<file path="src/rtl/pipe_stage_buf_if.sv">
// Valid/ready/data bundle for one side of a pipeline stage boundary.
// The master drives Valid/Data and the slave drives Ready.
interface pipe_stage_buf_if #(
  parameter int WIDTH = 32
);
  logic             Valid;
  logic             Ready;
  logic [WIDTH-1:0] Data;

  modport master (output Valid, output Data, input Ready);
  modport slave  (input Valid, input Data, output Ready);
endinterface

</file>
<file path="src/rtl/pipe_stage_buf.sv">
// Elastic pipeline register between processor stages: a DEPTH-slot circular buffer
// with valid/ready handshake, flush and a bubble value presented while empty.
module pipe_stage_buf #(
  parameter int               WIDTH        = 32,
  parameter int               DEPTH        = 2,
  parameter logic [WIDTH-1:0] BUBBLE_VALUE = WIDTH'(32'h00000013),
  parameter int               CNT_W        = $clog2(DEPTH + 1)
) (
  input  logic             CLK,
  input  logic             RST,
  input  logic             Flush,
  pipe_stage_buf_if.slave  In,
  pipe_stage_buf_if.master Out,
  output logic [CNT_W-1:0] Count
);

  localparam int PTR_W = (DEPTH > 1) ? $clog2(DEPTH) : 1;

  logic [WIDTH-1:0] slot_reg [DEPTH];
  logic [DEPTH-1:0] slot_we;
  logic [PTR_W-1:0] rd_ptr_reg;
  logic [PTR_W-1:0] rd_ptr_next;
  logic [PTR_W-1:0] wr_ptr_reg;
  logic [PTR_W-1:0] wr_ptr_next;
  logic [CNT_W-1:0] count_reg;
  logic [CNT_W-1:0] count_next;
  logic             in_ready;
  logic             out_valid;
  logic             push;
  logic             pop;
  logic [WIDTH-1:0] head_data;

  // Pointers wrap by comparison so non-power-of-two depths work.
  function automatic logic [PTR_W-1:0] ptr_inc(input logic [PTR_W-1:0] p);
    if (p == PTR_W'(DEPTH - 1)) begin
      return '0;
    end
    return p + 1'b1;
  endfunction

  assign out_valid = (count_reg != '0);
  assign push      = In.Valid & in_ready & ~Flush;
  assign pop       = out_valid & Out.Ready & ~Flush;

  generate
    if (DEPTH == 1) begin : g_single
      // A lone slot may be refilled in the cycle it drains.
      assign in_ready  = (count_reg == '0) | Out.Ready;
      assign head_data = slot_reg[0];
    end else begin : g_multi
      // Ready depends on held state only, breaking the Out.Ready -> In.Ready path.
      assign in_ready  = (count_reg < CNT_W'(DEPTH));
      assign head_data = slot_reg[rd_ptr_reg];
    end
  endgenerate

  generate
    for (genvar gi = 0; gi < DEPTH; gi++) begin : g_we
      assign slot_we[gi] = push & (wr_ptr_reg == PTR_W'(gi));
    end
  endgenerate

  always_ff @(posedge CLK) begin
    for (int i = 0; i < DEPTH; i++) begin
      if (slot_we[i]) begin
        slot_reg[i] <= In.Data;
      end
    end
  end

  always_comb begin
    count_next  = count_reg;
    rd_ptr_next = rd_ptr_reg;
    wr_ptr_next = wr_ptr_reg;
    if (Flush) begin
      count_next  = '0;
      rd_ptr_next = '0;
      wr_ptr_next = '0;
    end else begin
      if (push) begin
        wr_ptr_next = ptr_inc(wr_ptr_reg);
      end
      if (pop) begin
        rd_ptr_next = ptr_inc(rd_ptr_reg);
      end
      if (push && !pop) begin
        count_next = count_reg + 1'b1;
      end else if (pop && !push) begin
        count_next = count_reg - 1'b1;
      end
    end
  end

  always_ff @(posedge CLK) begin
    if (!RST) begin
      count_reg  <= '0;
      rd_ptr_reg <= '0;
      wr_ptr_reg <= '0;
    end else begin
      count_reg  <= count_next;
      rd_ptr_reg <= rd_ptr_next;
      wr_ptr_reg <= wr_ptr_next;
    end
  end

  assign In.Ready  = in_ready;
  assign Out.Valid = out_valid;
  assign Out.Data  = out_valid ? head_data : BUBBLE_VALUE;
  assign Count     = count_reg;

endmodule

</file>
<file path="src/flat_wrapper.sv">
// flat-port wrapper written by rule: the top's interface ports become plain ports
module pipe_stage_buf_flat 
#(
  parameter int               WIDTH        = 32,
  parameter int               DEPTH        = 2,
  parameter logic [WIDTH-1:0] BUBBLE_VALUE = WIDTH'(32'h00000013),
  parameter int               CNT_W        = $clog2(DEPTH + 1)
)
  (CLK, RST, Flush, Count, In_Valid, In_Data, In_Ready, Out_Valid, Out_Data, Out_Ready);
  pipe_stage_buf_if #(.WIDTH(WIDTH)) In_i ();
  pipe_stage_buf_if #(.WIDTH(WIDTH)) Out_i ();
  input  logic CLK;
  input  logic RST;
  input  logic Flush;
  output logic [CNT_W-1:0] Count;
  input wire logic [$bits(In_i.Valid)-1:0] In_Valid;
  input wire logic [$bits(In_i.Data)-1:0] In_Data;
  output wire logic [$bits(In_i.Ready)-1:0] In_Ready;
  output wire logic [$bits(Out_i.Valid)-1:0] Out_Valid;
  output wire logic [$bits(Out_i.Data)-1:0] Out_Data;
  input wire logic [$bits(Out_i.Ready)-1:0] Out_Ready;
  assign In_i.Valid = In_Valid;
  assign In_i.Data = In_Data;
  assign In_Ready = In_i.Ready;
  assign Out_Valid = Out_i.Valid;
  assign Out_Data = Out_i.Data;
  assign Out_i.Ready = Out_Ready;
  pipe_stage_buf #(.WIDTH(WIDTH), .DEPTH(DEPTH), .BUBBLE_VALUE(BUBBLE_VALUE), .CNT_W(CNT_W)) u_core (.CLK(CLK), .RST(RST), .Flush(Flush), .In(In_i), .Out(Out_i), .Count(Count));
endmodule
</file>
<file path="config.mk">
export PLATFORM = sky130hd
export DESIGN_NAME = pipe_stage_buf_flat
export DESIGN_NICKNAME = d
export VERILOG_FILES = /design/src/rtl/pipe_stage_buf_if.sv /design/src/rtl/pipe_stage_buf.sv /design/src/flat_wrapper.sv
export SDC_FILE = /design/constraint.sdc
export NUM_CORES = 1
export LEC_CHECK = 0
export ABC_AREA = 0
export BUFFER_PORTS_ARGS = -buffer_cell sky130_fd_sc_hd__buf_2
export CORE_ASPECT_RATIO = 0.5
export CORE_MARGIN = 1.5
export CORE_UTILIZATION = 51
export CTS_CLUSTER_DIAMETER = 100
export DETAILED_ROUTE_END_ITERATION = 6
export PLACE_DENSITY = 0.78
export REMOVE_ABC_BUFFERS = 1
export SYNTH_ARGS = -nofsm -noshare
export SYNTH_HDL_FRONTEND = slang
export SYNTH_SLANG_ARGS = --single-unit
</file>
<file path="constraint.sdc">
create_clock -name CLK -period 3.65 [get_ports CLK]
set_input_delay 0.365 -clock CLK [delete_from_list [all_inputs] [get_ports CLK]]
set_output_delay 0.365 -clock CLK [all_outputs]
set_load 0.05 [all_outputs]
</file>
==> results of run 1 <==
## where the power goes
part           internal [mW]  switching (mW)
Sequential             0.892          0.0114
Clock                  0.383           0.272
Combinational         0.0469           0.123
Total                   1.32           0.407
## kinds of logic after synthesis
family | count (synthesis) | synth area share [%]
AOI/OAI and AO/OA | 3 | 0.570
xor gates and xnor gates | 4 | 1.33
adders and majority gates | 1 | 0.475
buffers and inverters | 10 | 1.95
DFF | 69 | 76.7
muxes | 32 | 12.2
and+or+nand+nor | 44 | 6.79
## worst max-delay path, stage by stage, from the launching register on
cell and delay [ns]:
dfxtp_1 0.38, nor2_2 0.91, inv_1 0.29, nand2_1 0.14, buf_2 0.27
## layout by cell type, fill, tap and decap left out, drive strengths merged
cell type | Yosys | layout
mux2i | 32 | 32
nand3 | 1 | 1
xor2 | 3 | 3
or3 | 1 | 1
bufinv | 0 | 2
ha | 1 | 1
xnor2 | 1 | 1
and2 | 1 | 1
buf | 5 | 73
nand2 | 4 | 4
clkinv | 0 | 1
edfxtp | 64 | 64
inv | 3 | 3
nor2b | 2 | 2
and3 | 1 | 1
a21oi | 1 | 1
clkinvlp | 0 | 3
o21ai | 2 | 2
dfxtp | 5 | 5
clkbuf | 2 | 10
nor2 | 34 | 34
## final cells by class
type / instances / area (um2) / share of cell area (%)
inverters: 3 / 11.3 / 0.344
repair buffers: 73 / 368 / 11.2
multi-input cells: 84 / 572 / 17.4
clock buffers: 10 / 128 / 3.89
flip-flops and latches: 69 / 2020 / 61.7
clock inverters: 6 / 87.6 / 2.67
well taps: 70 / 87.6 / 2.67
## per-stage QoR
step	total power [mW]	worst slack [ns]	hold WS (ns)	cells
2_1_floorplan	1.03	0.494	0.464	156
3_3_place_gp	1.09	1.09	0.486	299
3_5_place_dp	1.09	1.03	0.493	299
4_1_cts	1.75	0.898	0.201	315
5_1_grt	1.79	0.765	0.198	315
6_report	1.73	0.972	0.220	315
## how the worst min path moves through the flow
stage | from | end | depth (start not counted)
after floorplan | In_Data[0] | u_core.slot_reg[0][0] | 0
after global placement | u_core.rd_ptr_reg | flop | 2
after detailed placement | u_core.rd_ptr_reg | u_core.rd_ptr_reg | 2
after CTS | In_Data[13] | u_core.slot_reg[0][13] | 1
after global routing | In_Data[27] | u_core.slot_reg[0][27] | 1
final | In_Data[24] | u_core.slot_reg[0][24] | 1
## layer usage
layer	track usage (%)	vias up	wire, um
met5	0	-	0
met4	6.16	0	70
met3	6.90	7	242
met2	28.4	46	2280
met1	19.1	748	1840
li1	-	743	-
==> results_dict.tcl, run 1 <==
set metrics [dict create \
    hp-class "in2reg" \
    synthTopCellsByArea "edfxtp_1 (73%), mux2i_1 (12%), nor2_1 (4.8%)" \
    coreArea_mm2 0.00495 \
    setup_tns_ns 0 \
    r2r-start "u_core.Count[1]" \
    via_per_inst 4.90 \
    largest_register_ffs 64 \
    synth_cell_types 19 \
    cts.path.max_buffers 2 \
    first_global_vias 1398 \
    slew_headroom_pct 22.5 \
    num_io_pins 73 \
    p_leak_nw 1.23 \
    drc 0 \
    antenna_found_initial 0 \
    rr_worst_depth 6 \
    cts_resized 0 \
    grt_setup_unrepaired "false" \
    dp.final_hpwl_um 2800 \
    syn-instance-count 163 \
    post_drt_wl_per_cell_um 14.1 \
    start_kind "flop" \
    die-area_mm2 0.00563 \
    max_freq_ghz 0.373 \
    die_y_um 53.8 \
    hold_viol 0 \
    track_usage_pct 16.5 \
    num_rows 18 \
    yosysSeqAreaShare_pct 76.7 \
    final_area_mm2 0.00328 \
    cts.sinks 69 \
    critPathCaptureType "primary output" \
    arrival_ns 2.31 \
    cts_max_level 3 \
    finClkSkew_ns 0.00508 \
    outcome "complete, no violations" \
    syn2layout_area_growth_pct 24.4 \
    synth_seq_cells 69 \
    cts.reportedPaths.clkPinSlew_ns 0.07 \
    timing.final.max_slew_violations 0 \
    synth_top_area_cell "edfxtp_1" \
    power_density_mw_per_mm2 528 \
    postPlaceCellArea_mm2 0.00306 \
    num_vias 1544 \
    cts_tree "built" \
    post-route-min-period_ns 2.68 \
    cts_root_buf "clkbuf_8" \
    grt_start_max_net_pins 33 \
    synth.most_common_cell "edfxtp_1" \
    synth_edf_count 64 \
    ir_drop_mv 0.311 \
    yosys_warnings 0 \
    port_buffers 72 \
    r2r_slack_ns 1.05 \
    overflow 0 \
    ant_nets 0 \
    crit_type "reg2out" \
    antenna_cells 0 \
    grt_pass1_wl_um 6630 \
    n_fill_cell 376 \
    dr.pass1.iters 4 \
    post-synth-top-area-fraction_pct 72.9 \
    post_cts_buffers 0 \
    drive_gt1_share_pct 37.1 \
    final_nets 278 \
    crit_start "u_core.Count[1]" \
    cp_data_required_time_ns 3.28 \
    finalWeightedCongestion 0.671 \
    synth.cell_area_mm2 0.00264 \
    r2r-end "u_core.Count[1]" \
    netlist_top_cells_count "edfxtp_1 (64), nor2_1 (34), mux2i_1 (32), dfxtp_1 (5), nand2_1 (4)" \
    drtIter0Drc 94 \
    cp_max_fo 30 \
    cts_buffers 9 \
    routed_wl_um 4440 \
    fin_util_pct 66.1 \
    worst_slew_pin_slew_ns 1.16 \
    clock_latency_ns 0.33 \
    synthFlopType "edfxtp_1" \
    start_util_pct 53.2 \
    cts.hold.buffers_added 0 \
    async_flop_share_pct 0 \
    cp-endpoint "Out_Data[0]" \
    cap_violations 0 \
    setup_viol 0 \
    timing.final.crit_share_pct 73.4 \
    avgSynthCellArea_um2 16.2 \
    dieWidth_um 105 \
]
(Power assumes the default switching activity.)
==> inputs of run 2 (changes only) <==
--- a/config.mk
+++ b/config.mk
@@ -5,7 +5,7 @@
 export SDC_FILE = /design/constraint.sdc
 export NUM_CORES = 1
 export LEC_CHECK = 0
-export ABC_AREA = 0
+export ABC_AREA = 1
 export BUFFER_PORTS_ARGS = -buffer_cell sky130_fd_sc_hd__buf_2
 export CORE_ASPECT_RATIO = 0.5
 export CORE_MARGIN = 1.5
==> constraint.sdc (replaced) <==
create_clock -name CLK -period 2.71 [get_ports CLK]
set_input_delay 0.271 -clock CLK [delete_from_list [all_inputs] [get_ports CLK]]
set_output_delay 0.271 -clock CLK [all_outputs]
set_load 0.05 [all_outputs]
==> run 2 against run 1 <==
Net effect:
- clock skew grew 0.0021 ns
- total power grew 23%
- synthesized cell count grew 30%
- largest power group unchanged
- utilization shrank 0.85 points
- final cell count grew 16%
- final area shrank 0.38%
==> results_dict.tcl, run 2 <==
set metrics [dict create \
    outcome "complete, no violations" \
    post_drt_wl_per_cell_um 13.1 \
    clock_latency_ns 0.32 \
    die-area_mm2 0.00576 \
    synth_edf_count 64 \
    synth_cell_types 19 \
    slowest_stage "dfxtp_1" \
    cts_tree "built" \
    post-route-min-period_ns 2.25 \
    drc 0 \
    n_fill_cell 388 \
    max_freq_ghz 0.445 \
    synth_top_area_cell "edfxtp_1" \
    yosys_warnings 0 \
    cp_max_fo 20 \
    cts.reportedPaths.clkPinSlew_ns 0.06 \
    final_area_mm2 0.00326 \
    yosysSeqAreaShare_pct 74.9 \
    dp.final_hpwl_um 3220 \
    async_flop_share_pct 0 \
    num_rows 18 \
    finalWeightedCongestion 0.760 \
    antenna_cells 0 \
    post_cts_buffers 0 \
    syn2layout_area_growth_pct 21.0 \
    post-synth-top-area-fraction_pct 71.2 \
    num_io_pins 73 \
    antenna_found_initial 0 \
    cap_violations 0 \
    critPathCaptureType "primary output" \
    cts.hold.buffers_added 0 \
    synth_seq_cells 69 \
    ant_nets 0 \
    drtIter0Drc 98 \
    hp-class "in2reg" \
    final_cell_mix "buf_2 (72), nand2_1 (70), edfxtp_1 (64)" \
    synth.most_common_cell "nand2_1" \
    track_usage_pct 17.1 \
    hold_viol 0 \
    grt_pass1_wl_um 7260 \
    crit_type "reg2out" \
    cts_resized 0 \
    power_density_mw_per_mm2 651 \
    critPathMaxStageDelay_ns 0.83 \
    port_buffers 72 \
    p_leak_nw 1.33 \
    cts.path.max_buffers 2 \
    netlist_top_cells_count "nand2_1 (70), edfxtp_1 (64), a21oi_1 (28), nor2_1 (9), inv_1 (7)" \
    cts_root_buf "clkbuf_8" \
    mostFrequentLayoutCell "buf_2" \
    via_per_inst 4.88 \
    dr.pass1.iters 4 \
    coreArea_mm2 0.00500 \
    routed_wl_um 4750 \
    start_kind "flop" \
    ir_drop_mv 0.350 \
    cts.sinks 69 \
    r2r-start "u_core.Count[1]" \
    slew_headroom_pct 47.8 \
    drive_gt1_share_pct 33.7 \
    overflow 0 \
    finClkSkew_ns 0.00714 \
    dieWidth_um 106 \
    synth.cell_area_mm2 0.00270 \
    fin_util_pct 65.3 \
    num_vias 1778 \
    postPlaceCellArea_mm2 0.00310 \
    setup_viol 0 \
    synthTopCellsByArea "edfxtp_1 (71%), nand2_1 (9.7%), a21oi_1 (5.2%)" \
    start_util_pct 54.0 \
    syn-instance-count 212 \
    grt_start_max_net_pins 33 \
    crit_buf_inv 2 \
    min-delay-start "In_Data[28]" \
    timing.final.max_slew_violations 0 \
    final_nets 327 \
    cts_buffers 9 \
    crit_chain "buf_4, nand2_1, a21oi_1, buf_2" \
    first_global_vias 1629 \
    worst_slew_pin_slew_ns 0.782 \
    die_y_um 54.4 \
    grt_setup_unrepaired "false" \
    timing.final.crit_share_pct 82.9 \
    cp_top_family "flip-flops" \
    avgSynthCellArea_um2 12.7 \
    synthFlopType "edfxtp_1" \
    arrival_ns 1.98 \
    cts_max_level 3 \
    largest_register_ffs 64 \
    cp_data_required_time_ns 2.44 \
]
==> run 2: cell types whose count changed in the layout (fill, tap and decap cells not counted), sizes merged, moves of 3 or more <==
cell,previous run,this run
inv,3,12
clkinvlp,3,0
mux2i,32,0
a21oi,1,29
clkbuf,10,14
nand3,1,5
buf,73,76
nor2,34,11
nand2,4,71
==> run 2: worst paths after layout <==
check | to | slack [ns] | cells past startpoint
setup / recovery | Out_Data[5] | 0.46 | 4
hold / removal | u_core.slot_reg[1][28] | 0.14 | 1
setup reg to reg | u_core.slot_reg[0][8] | 1.14 | 4
hold reg to reg | flop | 0.52 | 2
==> run 2: kinds of logic after synthesis <==
group	share of synthesized area (%)
and+or+nand+nor	13.4
adders and majority gates	0.464
DFF	74.9
buffers and inverters	5.19
xor gates and xnor gates	0.325
AOI/OAI and AO/OA	5.70
==> run 2: cell type report <==
type                       instances  area [um2]  area share, %
clock inverter                     2        10.0          0.307
sequential                        69        2020           61.9
tap                               70        87.6           2.68
multi-input combinational        121         552           16.9
inverter                          12        50.0           1.53
clock buffer                      14         153           4.68
timing repair buffer              76         390           12.0
==> run 2: metrics by stage <==
step                total power [mW]  setup WS (ns)  instances  TNS [ns]  hold WS [ns]
detailed placement              1.47          0.776        348         0         0.463
global route                    2.21          0.264        364         0         0.121
global placement                1.47          0.838        348         0         0.459
finish                          2.13          0.463        364         0         0.143
floorplan                       1.39         -0.107        202     -6.85         0.350
CTS                             2.14          0.426        364         0         0.129
==> run 2: per-layer routing <==
layer  vias to the layer above  share of wire (%)  global-route usage [%]
met4                         0               0.80                    5.18
met2                        39                 53                    31.9
met5                         -                  0                       0
li1                        882                  -                       -
met3                         4                4.6                    6.43
met1                       853                 42                    18.9
==> run 2: worst reg2reg max path: cells and delay by family, from the launching register on <==
| family | cells | cell delay, ns |
|---|---|---|
| AND/OR/NAND/NOR | 2 | 0.36 |
| flip-flops | 1 | 0.37 |
| buffers and inverters | 2 | 0.48 |
==> run 2: power breakdown <==
| group | leakage [nW] | total (mW) | internal (mW) | switching, mW |
|---|---|---|---|---|
| logic | 0.623 | 0.240 | 0.0613 | 0.179 |
| registers | 0.627 | 1.21 | 1.20 | 0.0118 |
| clock network | 0.0844 | 0.677 | 0.356 | 0.322 |
==> inputs of run 3 (changes only) <==
--- a/config.mk
+++ b/config.mk
@@ -9,10 +9,10 @@
 export BUFFER_PORTS_ARGS = -buffer_cell sky130_fd_sc_hd__buf_2
 export CORE_ASPECT_RATIO = 0.5
 export CORE_MARGIN = 1.5
-export CORE_UTILIZATION = 51
+export CORE_UTILIZATION = 46
 export CTS_CLUSTER_DIAMETER = 100
 export DETAILED_ROUTE_END_ITERATION = 6
-export PLACE_DENSITY = 0.78
+export PLACE_DENSITY = 0.74
 export REMOVE_ABC_BUFFERS = 1
 export SYNTH_ARGS = -nofsm -noshare
 export SYNTH_HDL_FRONTEND = slang
==> constraint.sdc (replaced) <==
create_clock -name CLK -period 1.9 [get_ports CLK]
set_input_delay 0.19 -clock CLK [delete_from_list [all_inputs] [get_ports CLK]]
set_output_delay 0.19 -clock CLK [all_outputs]
set_load 0.05 [all_outputs]
==> run 3 against run 2 <==
Net effect:
- non-clock buffer count is 2 higher
- combinational power is 49% higher
- register-to-register slack worse by 0.81 ns
- largest power group is now clock
==> results_dict.tcl, run 3 (synthesis gave the netlist of run 2 again) <==
set metrics [dict create \
    outcome "complete, no violations" \
    track_usage_pct 17.1 \
    num_vias 1815 \
    drc 0 \
    worst_slew_pin_slew_ns 0.339 \
    hold_viol 0 \
    cp_data_required_time_ns 1.71 \
    multi_input_area_um2 552 \
    num_io_pins 73 \
    via_per_inst 4.92 \
    cts_root_buf "clkbuf_16" \
    final_nets 329 \
    cp_top_family "buffers and inverters" \
    dp.final_hpwl_um 3230 \
    routed_wl_um 5300 \
    finClkSkew_ns 0.00450 \
    post-place-cells 353 \
    crit_buf_inv 2 \
    critPathCaptureType "primary output" \
    start_util_pct 48.5 \
    cts_tree "built" \
    slowest_stage "dfxtp_1" \
    die_y_um 57.2 \
    fin_util_pct 62.4 \
    cap_violations 0 \
    grt_pass1_wl_um 8180 \
    cts_resized 0 \
    post_drt_wl_per_cell_um 14.4 \
    syn2layout_area_growth_pct 28.7 \
    cts.hold.buffers_added 0 \
    start_kind "flop" \
    p_total_mw 3.84 \
    hold_slack_ns 0.0594 \
    timing.final.max_slew_violations 0 \
    die-area_mm2 0.00636 \
    cts_buffers 9 \
    first_global_vias 1854 \
    cts.path.max_buffers 2 \
    drive_gt1_share_pct 35.1 \
    layout.cells.non_filler 369 \
    post-route-min-period_ns 1.74 \
    dr.pass1.iters 4 \
    arrival_ns 1.55 \
    grt_start_max_net_pins 33 \
    ant_nets 0 \
    num_rows 19 \
    drtIter0Drc 124 \
    p_leak_nw 1.43 \
    hp-class "in2reg" \
    clock_latency_ns 0.32 \
    dieWidth_um 111 \
    timing.final.crit_share_pct 91.4 \
    slew_headroom_pct 77.4 \
    n_fill_cell 394 \
    power_density_mw_per_mm2 1110 \
    antenna_found_initial 0 \
    mostFrequentLayoutCell "buf_2" \
    largest_register_ffs 64 \
    max_freq_ghz 0.576 \
    setup_viol 0 \
    regArea_mm2 0.00202 \
    cts.sinks 69 \
    grt_setup_unrepaired "false" \
    crit_type "reg2out" \
    cts.reportedPaths.clkPinSlew_ns 0.05 \
    finalWeightedCongestion 0.783 \
    post_cts_buffers 0 \
    coreArea_mm2 0.00556 \
    port_buffers 72 \
    overflow 0 \
    ir_drop_mv 0.535 \
    final_cell_mix "buf_2 (72), nand2_1 (70), edfxtp_1 (64)" \
    cp_max_fo 16 \
    cts_max_level 3 \
    antenna_cells 0 \
    critPathMaxStageDelay_ns 0.38 \
    crit_chain "buf_4, nand2_1, a21oi_1, buf_2" \
]
## run 3: area by class of cell
cell class / count / area share (%)
well taps: 73 / 2.63
inverters: 12 / 1.44
clock buffers: 12 / 7.39
repair buffers: 78 / 12.4
multi-input cells: 121 / 15.9
flip-flops and latches: 69 / 58.2
clock inverters: 4 / 2.02
## run 3: metrics by stage
step | setup WS, ns | area, um2 | setup TNS, ns
global placement | 0.492 | 3150 | 0
detailed placement | 0.345 | 3150 | 0
finish | 0.163 | 3470 | 0
CTS | 0.148 | 3470 | 0
floorplan | -0.917 | 2610 | -61.38
global route | 0.0710 | 3470 | 0
## run 3: final timing paths
path	startpoint	endpoint	slack, ns	cells after the start
worst max-delay path	flop	Out_Data[22]	0.16	4
worst min-delay path	In_Data[12]	u_core.slot_reg[1][12]	0.06	1
worst min register to register	u_core.rd_ptr_reg	u_core.rd_ptr_reg	0.52	2
worst max register to register	u_core.Count[1]	u_core.Count[1]	0.33	9
## run 3: power breakdown
| group | switching (mW) | internal (mW) | leakage (nW) |
|---|---|---|---|
| Combinational | 0.263 | 0.0943 | 0.639 |
| Clock | 0.546 | 1.21 | 0.163 |
| Sequential | 0.0149 | 1.71 | 0.627 |
| Total | 0.823 | 3.02 | 1.43 |
## run 3: worst register-to-register path, stage by stage (launching register included)
cell	delay (ns)
dfxtp_1	0.45
inv_2	0.07
nand3_1	0.25
inv_2	0.07
ha_1	0.32
inv_1	0.08
nand3_1	0.09
nand2_1	0.07
inv_1	0.04
nor2_1	0.08
## run 3: layer usage
layer / vias up / wire, um / global-route usage, %
met5: - / 0 / 0
met4: 0 / 99 / 7.78
li1: 887 / - / -
met2: 47 / 2880 / 30.9
met1: 873 / 2100 / 18.2
met3: 8 / 219 / 6.80
